==> src/rtl/led_matrix_frame_capture.sv <==
// led_matrix_frame_capture
//   Reconstructs 8x8 frames from a scanned LED matrix drive. The scanned
//   row/column lines are registered once and debounced. Each stable new row
//   pattern is an "accept" event. Accepted rows are assembled in a shadow
//   buffer, in order from 0 to 7. Row 7 completes the frame and publishes it.
//
// Ports
//   clk          system clock, rising edge
//   rst          synchronous active-high reset
//   rowIn[7:0]   row select from the driver (active-high, one-hot when valid)
//   colIn[7:0]   column data for the selected row
//   frameOut     last complete frame, bit r*8+c = row r, column c (1 = lit)
//   frameValid   one-cycle pulse when frameOut is updated
//   frameCount   number of completed frames, wraps at 256
//   seqError     one-cycle pulse on an out-of-order row
//   rowError     one-cycle pulse on a stable non-one-hot, non-zero row
//   timeoutFlag  one-cycle pulse when the capture watchdog expires
module led_matrix_frame_capture #(
    parameter int unsigned STABLE_CYCLES  = 4,
    parameter int unsigned COL_ACTIVE_LOW = 0,
    parameter int unsigned TIMEOUT_CYCLES = 200000
) (
    input  logic        clk,
    input  logic        rst,
    input  logic [7:0]  rowIn,
    input  logic [7:0]  colIn,
    output logic [63:0] frameOut,
    output logic        frameValid,
    output logic [7:0]  frameCount,
    output logic        seqError,
    output logic        rowError,
    output logic        timeoutFlag
);

    localparam logic [0:0] SYNC    = 1'b0;
    localparam logic [0:0] CAPTURE = 1'b1;

    localparam int unsigned WD_W = (TIMEOUT_CYCLES > 2) ? $clog2(TIMEOUT_CYCLES) : 1;
    localparam logic [WD_W-1:0] WD_LAST  = WD_W'(TIMEOUT_CYCLES - 1);
    localparam logic [7:0]      CNT_LAST = 8'(STABLE_CYCLES - 1);
    localparam logic [7:0]      CNT_PRE  = 8'(STABLE_CYCLES - 2);

    logic [7:0]      sampleRow, sampleCol;
    logic [7:0]      prevRow, prevCol;
    logic [7:0]      stableCnt;
    logic [7:0]      lastRow;
    logic [63:0]     shadow;
    logic [2:0]      expIdx;
    logic [WD_W-1:0] watchdog;
    logic [0:0]      state;

    logic       sameSample;
    logic       acceptEvt;
    logic       rowOneHot;
    logic [2:0] rowIdx;
    logic [7:0] colNorm;

    assign sameSample = (sampleRow == prevRow) && (sampleCol == prevCol);
    // Fires on the single cycle where stableCnt steps onto its saturation value.
    assign acceptEvt  = sameSample && (stableCnt == CNT_PRE) && (sampleRow != lastRow);
    assign rowOneHot  = (sampleRow != 8'h00) && ((sampleRow & (sampleRow - 8'd1)) == 8'h00);
    assign colNorm    = (COL_ACTIVE_LOW != 0) ? ~sampleCol : sampleCol;

    always_comb begin
        rowIdx = '0;
        for (int unsigned i = 0; i < 8; i++) begin
            if (sampleRow[i]) rowIdx = 3'(i);
        end
    end

    always_ff @(posedge clk) begin
        if (rst) begin
            sampleRow   <= '0;
            sampleCol   <= '0;
            prevRow     <= '0;
            prevCol     <= '0;
            stableCnt   <= '0;
            lastRow     <= '0;
            shadow      <= '0;
            expIdx      <= '0;
            watchdog    <= '0;
            state       <= SYNC;
            frameOut    <= '0;
            frameValid  <= 1'b0;
            frameCount  <= '0;
            seqError    <= 1'b0;
            rowError    <= 1'b0;
            timeoutFlag <= 1'b0;
        end else begin
            sampleRow <= rowIn;
            sampleCol <= colIn;
            prevRow   <= sampleRow;
            prevCol   <= sampleCol;

            if (sameSample) begin
                if (stableCnt != CNT_LAST) stableCnt <= stableCnt + 8'd1;
            end else begin
                stableCnt <= '0;
            end

            frameValid  <= 1'b0;
            seqError    <= 1'b0;
            rowError    <= 1'b0;
            timeoutFlag <= 1'b0;

            if (acceptEvt) begin
                lastRow  <= sampleRow;
                watchdog <= '0;
                // An all-zero row is blanking: only lastRow and the watchdog react.
                if (sampleRow != 8'h00) begin
                    if (!rowOneHot) begin
                        rowError <= 1'b1;
                        state    <= SYNC;
                    end else if (state == SYNC) begin
                        if (rowIdx == 3'd0) begin
                            shadow[7:0] <= colNorm;
                            expIdx      <= 3'd1;
                            state       <= CAPTURE;
                        end
                    end else if (rowIdx == expIdx) begin
                        shadow[{expIdx, 3'b000} +: 8] <= colNorm;
                        expIdx <= expIdx + 3'd1;
                        if (expIdx == 3'd7) begin
                            // Row 7 is merged directly, the shadow copy lands on the same edge.
                            frameOut   <= {colNorm, shadow[55:0]};
                            frameValid <= 1'b1;
                            frameCount <= frameCount + 8'd1;
                        end
                    end else begin
                        seqError <= 1'b1;
                        if (rowIdx == 3'd0) begin
                            shadow[7:0] <= colNorm;
                            expIdx      <= 3'd1;
                        end else begin
                            state <= SYNC;
                        end
                    end
                end
            end else if (state == CAPTURE) begin
                if (watchdog == WD_LAST) begin
                    timeoutFlag <= 1'b1;
                    state       <= SYNC;
                    watchdog    <= '0;
                end else begin
                    watchdog <= watchdog + 1'b1;
                end
            end else begin
                watchdog <= '0;
            end
        end
    end

endmodule
==> config.mk <==
export PLATFORM = sky130hd
export DESIGN_NAME = led_matrix_frame_capture
export DESIGN_NICKNAME = d
export VERILOG_FILES = /design/src/rtl/led_matrix_frame_capture.sv
export SDC_FILE = /design/constraint.sdc
export NUM_CORES = 1
export LEC_CHECK = 0
export CAP_MARGIN = 20
export CORE_ASPECT_RATIO = 1.5
export CORE_MARGIN = 2
export CORE_UTILIZATION = 51
export DETAILED_ROUTE_END_ITERATION = 7
export MAX_ROUTING_LAYER = met4
export PLACE_DENSITY = 0.85
export RECOVER_POWER = 25
export SLEW_MARGIN = 5
export SYNTH_ARGS = -nofsm -noshare
export SYNTH_HDL_FRONTEND = slang
export SYNTH_SLANG_ARGS = --single-unit
==> constraint.sdc <==
create_clock -name clk -period 2.55 [get_ports clk]
set_input_delay 0.765 -clock clk [delete_from_list [all_inputs] [get_ports clk]]
set_output_delay 0.765 -clock clk [all_outputs]
set_load 0.01 [all_outputs]
Word level (Yosys, flattened, before mapping)
Index checks and enable logic that the tools add are counted.
{"block": "totals", "reg_bits": 210, "latch_bits": 0, "ram_bits": 0, "romBits": 0, "inputBits": 18, "out_inout_bits": 76, "wordCells": 83, "mem_count": 0}
{"block": "classes", "addsub": 6, "multipliers": 0, "n_div": 0, "magnitude_cmp": 0, "eq_ne": 9, "shift": 2, "mux": 26, "n_bitwise": 7, "n_reduce_logical": 16}
{"operator": "$bwmux 64", "n": 1}
{"operator": "$shift 8x8->64 const A", "n": 1}
{"operator": "$shiftx 8x8->64", "n": 1}
{"operator": "$mux 3", "n": 8}
{"operator": "$mux 8", "n": 3}
{"operator": "$add 18x1->18 const B", "n": 1}
{"operator": "$eq 18x18->1 const B", "n": 1}
{"operator": "$add 8x1->8 const B", "n": 2}
{"operator": "$eq 8x8->1", "n": 2}
{"operator": "$mux 1", "n": 13}
{"operator": "$and 8x8->8", "n": 1}
{"operator": "$eq 8x2->1 const B", "n": 1}
{"operator": "$logic_not 8->1", "n": 1}
{"operator": "$ne 8x2->1 const B", "n": 1}
{"operator": "$ne 8x8->1", "n": 1}
{"operator": "$neg 6->8", "n": 1}
{"operator": "$reduce_bool 8->1", "n": 1}
{"operator": "$sub 8x1->8 const B", "n": 1}
{"operator": "$not 1->1", "n": 6}
{"operator": "$reduce_and 6->1", "n": 1}
{"operator": "$reduce_or 3->1", "n": 2}
{"operator": "$reduce_or 6->1", "n": 1}
{"operator": "$reduce_and 5->1", "n": 1}
{"operator": "$reduce_or 5->1", "n": 1}
{"operator": "10 further kinds", "n": 13}

Longest topological paths before layout
Gate-level depths: netlist (run 1).
{"block": "depth", "depth_word": 14, "depth_mapped": 10, "mapped_depth_nobuf": 8}

Worst setup path after synthesis (run 1)
No wires, ideal clock.
{"block": "synth_timing", "path_kind": "reg-to-reg", "from": "register stableCnt[4]", "to": "register shadow[10]", "setup_ns": 0.122, "arrival_ns": 2.411, "required_time_ns": 2.428, "setup_slack_ns": 0.017, "path_stages_with_launch": 9, "path_buffers": 2, "period_less_slack_ns": 2.533, "path_cell_list": "dfxtp_1 -> or4_4 -> nor3_4 -> o211ai_2 -> a2111o_1 -> buf_6 -> or4_1 -> buf_2 -> mux2i_1"}
{"block": "synth_via", "elab_chain_len": 4}
{"item": "start: declaration", "line": "45", "text": "logic [7:0] stableCnt;"}
{"item": "start signal: assignment", "line": "96", "text": "if (stableCnt != CNT_LAST) stableCnt <= stableCnt + 8'd1;"}
{"item": "$eq 8x2->1", "line": "60", "text": "assign acceptEvt = sameSample && (stableCnt == CNT_PRE) && (sampleRow != lastRow);"}
{"item": "$logic_and 1x1->1 (2 in a row)", "line": "60"}
{"item": "$reduce_and 5->1 (no source line)"}
{"item": "end signal: indexed assignment", "line": "121", "text": "shadow[{expIdx, 3'b000} +: 8] <= colNorm;"}
{"item": "end: declaration", "line": "47", "text": "logic [63:0] shadow;"}
Every way passes these cells.
A chain may end at the register's enable or synchronous reset.

Final worst setup path (run 1)
{"block": "layout_timing", "from": "register sampleCol[2] (netlist: colNorm[2])", "to": "register shadow[44]"}
{"block": "layout_via", "elab_chain_len": 5, "elab_cells_between_ends": 7, "cone_classes": "eq/ne: 1; shift: 1; mux: 1; reduce/logical: 4"}
{"item": "start: declaration", "line": "43", "text": "logic [7:0] sampleRow, sampleCol;"}
{"item": "start signal: assignment", "line": "91", "text": "sampleCol <= colIn;"}
{"item": "$eq 8x8->1", "line": "58", "text": "assign sameSample = (sampleRow == prevRow) && (sampleCol == prevCol);"}
{"item": "$logic_and 1x1->1", "line": "58"}
{"item": "$logic_and 1x1->1 (2 in a row)", "line": "60"}
{"item": "$reduce_and 5->1 (no source line)"}
Parallel ways exist; a longest one is shown, timed or not.

==> impl_metrics.yaml, run 1 <==
sta:
  rsz0062_at_grt: "yes"
  fin_ws_ns: -0.105
  worstMarginPinSlew_ns: 1.10
  finalCriticalPeriod_ns: 2.66
  final-max-slew-violation-count: 0
  skew_ns: 0.0100
  final.period_utilization_pct: 104
  setup_viol: 40
  finalHoldViolCount: 0
  max_freq_mhz: 377
  relSlewSlack_pct: 26.5
setup_path:
  cpMostUsedCell: "buf_4"
  required_ns: 2.96
  reg2reg_from: "colNorm[2]"
  start_kind: "flop"
  crit_type: "reg -> reg"
  worstPathArrival_ns: 3.06
  crit_chain: "xor2_1 -> nor4_2 -> buf_4 -> nand4_2 -> a2111o_2 -> buf_4 -> nor4_4 -> buf_6 -> mux2i_1"
  cp_slowest_cell: "a2111o_2"
  path_max_fanout: 6
  crit_path_start: "colNorm[2]"
  max_stage_delay_ns: 0.55
  end_kind: "flop"
routing:
  drt_iter0_drc: 1008
  via_per_inst: 6.25
  vias: 7886
  wl_mm: 25.9
  drc: 0
  antenna_left: 0
  routedWlPerCell_microns: 20.5
  first_pass_iters: 6
global_routing:
  grtUsageTotal_pct: 25.6
  first_global_vias: 7367
  antenna_found_initial: 0
  grt_pass1_wl_mm: 37.4
  overflow: 0
  grt_max_degree: 66
yosys:
  synth-edff-count: 0
  yosysMostFrequentCell: "dfxtp_1"
  synth_area_per_cell_sq_um: 9.43
  synthCells: 925
  async_flop_share_pct: 0
  netlist.area_leader.share_pct: 46.4
  yosys_most_used_dff: "dfxtp_1"
  yosysUniqueCellTypes: 55
  synth_seq_cells: 202
  syn_nets: 954
  yosys_warnings: 0
  ys_top_cells_by_count: "dfxtp_1 (202), nand4_1 (78), a21oi_1 (77)"
  synth_largest_area_cell: "dfxtp_1"
  synthesis.area_sq_um: 8720
  netlist_top_cells_area: "dfxtp_1 (46%), o31ai_1 (6.5%), mux2i_1 (6.2%)"
  synth_seq_area_share_pct: 46.4
flow_run:
  max-cap-violations: 0
die:
  fp.dieW_microns: 111
  ios: 94
  dieHeight_microns: 164
  core-area_sq_um: 16800
  start_util_pct: 52.0
  die-area_sq_um: 18200
  num_rows: 58
place:
  place_area_sq_um: 10300
  portBuffers: 93
  place_congestion: 0.939
  dp_hpwl_mm: 15.5
power_and_ir_drop:
  p_leak_nw: 4.08
  comb_power_share_pct: 5.2
  power_w: 0.00659
  ir_drop_mv: 0.514
  p_switching_w: 0.00147
  intPower_w: 0.00511
  p_clk_share_pct: 46.3
  p_seq_share_pct: 48.5
  cellPowerDensity_nw_per_um2: 574
  p_sw_share_pct: 22.4
clock_tree:
  cts_tree: "done"
  clockBufferDepth: 3
  hold_buffers: 0
  clk_latency_ns: 0.49
  clk_pin_slew_ns: 0.07
  cts_buffers: 20
  htree_levels: 1
  clock_sinks: 202
  cts_root_buffer: "clkbuf_16"
layout:
  layout-drive-gt1-share_pct: 19.3
  area_delta_synth_final_pct: 31.6
  antenna_cells: 0
  fin_nets: 1066
  fin_area_sq_um: 11500
run_status:
  violations: "setup timing"
  status: "complete, but fails checks"
hold_path:
  hp-class: "reg -> reg"
  hold_start: "watchdog[0]"
## critical path, delay by kind of cell (launching register included)
| family | cells | cell delay [ns] |
|---|---|---|
| AND/OR/NAND/NOR | 3 | 0.69 |
| buffers and inverters | 3 | 0.55 |
| AO/OA/AOI/OAI | 1 | 0.55 |
| flip-flops | 1 | 0.35 |
| multiplexers | 1 | 0.23 |
| XOR/XNOR | 1 | 0.20 |
## power by group through the flow
stage | sequential [W] | clock (W) | combinational, W
2_1_floorplan | 0.00326 | 0 | 0.000183
3_3_place_gp | 0.00326 | 0 | 0.000304
3_5_place_dp | 0.00327 | 0 | 0.000308
4_1_cts | 0.00319 | 0.00306 | 0.000312
5_1_grt | 0.00320 | 0.00320 | 0.000358
6_report | 0.00320 | 0.00305 | 0.000343
## cells in the final DEF, fill, tap and decap left out, types with 7 or more instances in the layout
cell type,synthesis,routed
nand2b_1,57,57
nand4_1,78,78
xnor2_1,19,19
dfxtp_1,202,198
buf_12,0,11
inv_1,15,15
o31ai_1,76,32
nor3_1,12,11
nand2_1,34,33
nor2b_1,27,27
clkbuf_16,0,24
nand3_1,21,21
o31ai_2,0,37
xor2_1,29,29
ha_1,11,11
a21oi_2,1,11
buf_6,4,7
a21oi_1,77,66
o31ai_4,0,7
and3_1,10,10
mux2i_1,54,53
buf_4,0,54
nor2_1,51,50
clkdlybuf4s50_1,0,92
## metrics by stage
step	worst slack [ns]	util, %	setup TNS [ns]	cells	hold WS, ns
after CTS	-0.0444	65.5	-0.223	1255	0.446
after global routing	-0.154	68.4	-5.87	1261	0.465
final	-0.105	68.4	-1.27	1261	0.445
after global placement	0.0122	61.2	0	1218	0.424
after detailed placement	-0.0515	61.2	-0.295	1218	0.437
after floorplan	0.0170	-	0	925	0.413
## layer usage
metal | global-route usage, % | vias up | routed length (microns)
li1 | - | 3584 | -
met1 | 27.9 | 3762 | 9310
met2 | 44.8 | 387 | 13300
met3 | 3.76 | 153 | 1520
met4 | 14.7 | 0 | 1690
met5 | - | - | 0
## cell families after synthesis
| family | after synthesis | synth area share, % |
|---|---|---|
| compound gates | 184 | 14.1 |
| fa+ha+maj | 11 | 1.58 |
| buf+inv | 97 | 4.71 |
| mux | 56 | 6.46 |
| xor+xnor | 48 | 4.82 |
| flops | 202 | 46.4 |
| simple gates | 327 | 22.0 |
## registers in the layout (all words and copies together) (netlist names), 3 cells and up
register    count
colNorm         8
sampleRow       8
lastRow         8
stableCnt       8
watchdog       18
shadow         56
expIdx          3
prevRow         8
prevCol         8
frameCount      8
frameOut       64
## path summary, 6_finish.rpt
check / end / cells past startpoint / slack [ns]
worst min register to register: watchdog[0] / 1 / 0.44
worst max register to register: shadow[44] / 9 / -0.11
worst max-delay path: shadow[44] / 9 / -0.11
worst min-delay path: watchdog[0] / 1 / 0.44
## repair_timing
item                                    CTS  global route
resized for setup                         7            84
setup buffers                             1             4
cloned                                    0             3
pin swaps                                 7            25
endpoints found under the setup margin   67           129
## layout make-up
type | instances | area (sq um)
well taps | 210 | 263
flip-flops and latches | 202 | 4050
fillers | 1136 | 5290
repair buffers | 172 | 1750
clock inverters | 9 | 104
inverters | 15 | 56.3
multi-input cells | 626 | 4670
clock buffers | 27 | 578
Power figures use the tool's default switching activity.
==> run 2: changes to the inputs <==
Settings changed: CORE_ASPECT_RATIO 1.5 to 1.4, CORE_MARGIN 2 to 3, GPL_ROUTABILITY_DRIVEN from default to 0.
==> impl_metrics.yaml, run 2 (same netlist as run 1, synthesis figures left out) <==
hold_path:
  hold_start: "watchdog[0]"
  hp-class: "reg -> reg"
  hold_depth: 1
  holdPathEnd: "watchdog[0]"
routing:
  wl_mm: 25.4
  vias: 7796
  drt_iter0_drc: 708
  drc: 0
  antenna_left: 0
  first_pass_iters: 5
  via_per_inst: 6.28
  routedWlPerCell_microns: 20.4
power_and_ir_drop:
  ir_drop_mv: 0.531
  intPower_w: 0.00483
  p_clk_share_pct: 43.1
  power_w: 0.00621
  p_sw_share_pct: 22.3
  p_switching_w: 0.00139
  cellPowerDensity_nw_per_um2: 539
  p_seq_share_pct: 51.5
  p_leak_nw: 4.09
  comb_power_share_pct: 5.3
sta:
  skew_ns: 0.0120
  rsz0062_at_grt: "yes"
  finalSetupTns_ns: -1.67
  fin_ws_ns: -0.145
  worstMarginPinSlew_ns: 1.24
  setup_viol: 53
  finalCriticalPeriod_ns: 2.70
  final-max-slew-violation-count: 0
  finalHoldViolCount: 0
  relSlewSlack_pct: 17.2
  max_freq_mhz: 371
  final.period_utilization_pct: 106
run_status:
  status: "complete, but fails checks"
  violations: "setup timing"
global_routing:
  antenna_found_initial: 0
  grt_max_degree: 69
  overflow: 0
  grt_pass1_wl_mm: 35.6
  first_global_vias: 7148
  grtUsageTotal_pct: 23.9
clock_tree:
  cts_buffers: 20
  clk_pin_slew_ns: 0.06
  clockBufferDepth: 3
  cts_root_buffer: "clkbuf_16"
  clock_sinks: 202
  htree_levels: 1
  clk_latency_ns: 0.50
  hold_buffers: 0
  cts_tree: "done"
die:
  num_rows: 55
  fp.dieW_microns: 117
  start_util_pct: 53.0
  core-area_sq_um: 16400
  ios: 94
  dieHeight_microns: 161
  die-area_sq_um: 18700
layout:
  largest_reg_flops: 64
  reg.largest.list: "frameOut x64, shadow x56, watchdog x18"
  area_delta_synth_final_pct: 32.1
  final_common_cell: "dfxtp_1"
  multi_input_area_sq_um: 4810
  fillCellCount: 1078
  fin_nets: 1064
  final_util_pct: 70.0
  final_cell_mix: "dfxtp_1 (197), clkdlybuf4s50_1 (92), nand4_1 (78), a21oi_1 (69), nand2b_1 (57)"
  layout-drive-gt1-share_pct: 19.8
  regMostFlops: "frameOut"
  regArea_sq_um: 4050
  antenna_cells: 0
setup_path:
  start_kind: "flop"
  worstPathArrival_ns: 3.05
  end_kind: "flop"
  rr_endpoint: "frameOut[57]"
  reg2reg_from: "stableCnt[5]"
  crit_type: "reg -> reg"
  required_ns: 2.91
  r2r_slack_ns: -0.15
  ff2ff_path_depth: 9
  path_max_fanout: 8
place:
  place_ws_ns: -0.0625
  portBuffers: 93
  dp_hpwl_mm: 15.3
flow_run:
  max-cap-violations: 0
-- run 2: how the worst max path moves through the flow --
stage | start | endpoint | slack (ns)
final | stableCnt[5] | frameOut[57] | -0.15
after detailed placement | colNorm[0] | shadow[37] | -0.06
after CTS | stableCnt[4] | frameCount[3] | -0.009
after floorplan | stableCnt[4] | shadow[10] | 0.02
after global routing | stableCnt[5] | frameOut[57] | -0.22
after global placement | colNorm[2] | frameCount[3] | 0.0009
-- run 2: stage by stage --
step | hold slack, ns | area, sq um | instances
after floorplan | 0.413 | 8720 | 925
after global placement | 0.429 | 10200 | 1201
after detailed placement | 0.437 | 10200 | 1201
after CTS | 0.450 | 10800 | 1231
after global routing | 0.475 | 11500 | 1242
final | 0.445 | 11500 | 1242
-- run 2: timing repair --
item,4_1_cts,5_1_grt
gates resized for setup,11,125
gates cloned,0,5
pin swaps,1,49
setup endpoints to repair,63,114
buffers inserted,0,7
-- run 2: area by class of cell --
cell class	count	area share [%]
clock buffers	27	4.84
clock inverters	3	0.163
inverters	15	0.489
multi-input cells	626	41.8
flip-flops and latches	202	35.2
well taps	199	2.16
repair buffers	170	15.4
-- run 2: worst max-delay path: stages (launching register included) --
cell and delay, ns:
dfxtp_2 0.32, or4_4 0.54, nor3_4 0.20, o211ai_2 0.12
a2111o_2 0.52, buf_6 0.18, buf_6 0.13, clkbuf_16 0.17
o31ai_2 0.23, a21oi_1 0.14
-- run 2: layer usage --
layer  GRT usage (%)  up-vias  wire (microns)
li1                -     3575               -
met1            27.6     3710            9310
met2            40.3      384           12800
met3            2.90      127            1490
met4            11.7        0            1740
met5               -        -               0
-- run 2: power by group through the flow --
stage                     combinational, W  sequential (W)  clock [W]
after floorplan                   0.000183         0.00326          0
after global placement            0.000293         0.00327          0
after detailed placement          0.000296         0.00327          0
after CTS                         0.000300         0.00320    0.00273
after global routing              0.000349         0.00320    0.00283
final                             0.000332         0.00320    0.00268
==> run 3: changes to the inputs <==
Settings changed: CORE_UTILIZATION 51 to 57, DONT_BUFFER_PORTS from default to 1, MAX_ROUTING_LAYER met4 to default, PLACE_DENSITY 0.85 to 0.84.
==> impl_metrics.yaml, run 3 (same netlist as run 1, synthesis figures left out) <==
run_status:
  status: "complete, but fails checks"
  violations: "setup timing"
power_and_ir_drop:
  cellPowerDensity_nw_per_um2: 646
  power_w: 0.00655
  p_leak_nw: 3.67
  ir_drop_mv: 0.583
sta:
  worst_hold_slack_ns: 0.344
  rsz0062_at_grt: "yes"
  skew_ns: 0.0214
  worstMarginPinSlew_ns: 0.729
  finalCriticalPeriod_ns: 2.58
  finalSetupTns_ns: -0.0910
  max_freq_mhz: 388
  fin_ws_ns: -0.0290
  finalHoldViolCount: 0
  relSlewSlack_pct: 50.2
  final-max-slew-violation-count: 0
  setup_viol: 7
  final.period_utilization_pct: 101
global_routing:
  overflow: 0
  grtUsageTotal_pct: 24.4
  grt_max_degree: 182
  antenna_found_initial: 2
  first_global_vias: 6900
  grt_pass1_wl_mm: 35.0
clock_tree:
  clk_pin_slew_ns: 0.06
  clockBufferDepth: 3
  cts_tree: "done"
  hold_buffers: 0
  cts_buffers: 20
  cts_root_buffer: "clkbuf_16"
  clock_sinks: 202
  htree_levels: 1
  clk_latency_ns: 0.51
routing:
  routedWlPerCell_microns: 19.8
  wl_mm: 22.5
  vias: 7187
  drc: 0
  via_per_inst: 6.32
  drt_iter0_drc: 770
  antenna_left: 0
  first_pass_iters: 7
setup_path:
  crit_type: "reg -> reg"
  start_kind: "flop"
  crit_path_start: "colNorm[0]"
  cp_slowest_cell: "a2111o_2"
  path_buf_inv: 2
  max_stage_delay_ns: 0.52
  path_max_fanout: 28
  critPathTopFamily: "simple AND/OR/NAND/NOR gates"
  end_kind: "flop"
  required_ns: 2.99
  worstPathArrival_ns: 3.02
  crit_chain: "xor2_1 -> nor4_2 -> buf_4 -> nand4_4 -> a2111o_2 -> buf_8 -> or4_1 -> a21oi_1"
  reg2reg_from: "colNorm[0]"
hold_path:
  hold_start: "rst"
  hp-class: "in -> reg"
place:
  portBuffers: 0
  dp_hpwl_mm: 14.3
  post-place-cells: 1092
layout:
  reg.largest.list: "frameOut x64, shadow x56, watchdog x18"
  regMostFlops: "frameOut"
  largest_reg_flops: 64
  fin_cells: 1138
  fin_nets: 961
  final_common_cell: "dfxtp_1"
  layout-drive-gt1-share_pct: 15.8
  fillCellCount: 1041
  final_cell_mix: "dfxtp_1 (199), nand4_1 (78), a21oi_1 (76), o31ai_1 (59), nand2b_1 (57)"
  area_delta_synth_final_pct: 16.2
die:
  fp.dieW_microns: 111
  core-area_sq_um: 14700
  ios: 94
  die-area_sq_um: 16800
  start_util_pct: 59.3
  dieHeight_microns: 152
  num_rows: 52
flow_run:
  max-cap-violations: 0
## run 3: cell count changes in the layout (fill, tap and decap cells not counted), moves of 3 or more
cell and change:
clkdlybuf4s50_1 -92, o31ai_1 +41, o31ai_2 -24, o31ai_4 -17, a21oi_1 +7, a21oi_2 -7
buf_6 -4, bufinv_16 +3, clkbuf_16 -3, clkinv_2 +3, diode_2 +3, or4_1 +3
or4_4 -3
## run 3: final timing paths
check | slack (ns) | depth (start not counted) | endpoint
worst max-delay path | -0.03 | 8 | frameCount[3]
worst min-delay path | 0.34 | 1 | prevRow[3]
worst max register to register | -0.03 | 8 | frameCount[3]
worst min register to register | 0.45 | 1 | watchdog[0]
## run 3: what timing repair did
item                       4_1_cts  5_1_grt
setup endpoints to repair       10      127
gates resized for setup          1       40
setup buffers                    0        6
pin swaps                        2        8
gates cloned                     0        1
## run 3: routing by layer
layer	wire [microns]	global-route usage (%)	share of wire, %
met1	8530	28.8	38
met2	11500	42.4	51
met3	1290	4.37	5.7
met4	1220	12.2	5.4
met5	0	0	0
## run 3: through the flow
stage	util [%]	instance area, sq um	setup WS [ns]
CTS	67.2	9880	0.00588
floorplan	-	8720	0.0170
global route	68.9	10100	-0.116
detailed placement	62.4	9180	-0.00370
global placement	62.4	9180	0.0550
finish	68.9	10100	-0.0290
## run 3: final cells by class
class / count / area [sq um] / area share (%)
Multi-Input combinational cell: 626 / 4430 / 43.7
Timing Repair Buffer: 67 / 662 / 6.53
Sequential cell: 202 / 4050 / 40.0
Clock inverter: 10 / 143 / 1.41
Inverter: 15 / 56.3 / 0.556
Clock buffer: 26 / 553 / 5.46
Antenna cell: 3 / 7.51 / 0.0741
Tap cell: 189 / 236 / 2.33
## run 3: power breakdown
group          internal [W]  total (W)  switching, W
registers           0.00318    0.00320     0.0000184
logic              0.000106   0.000256      0.000150
clock network       0.00185    0.00310       0.00124
total               0.00514    0.00655       0.00141
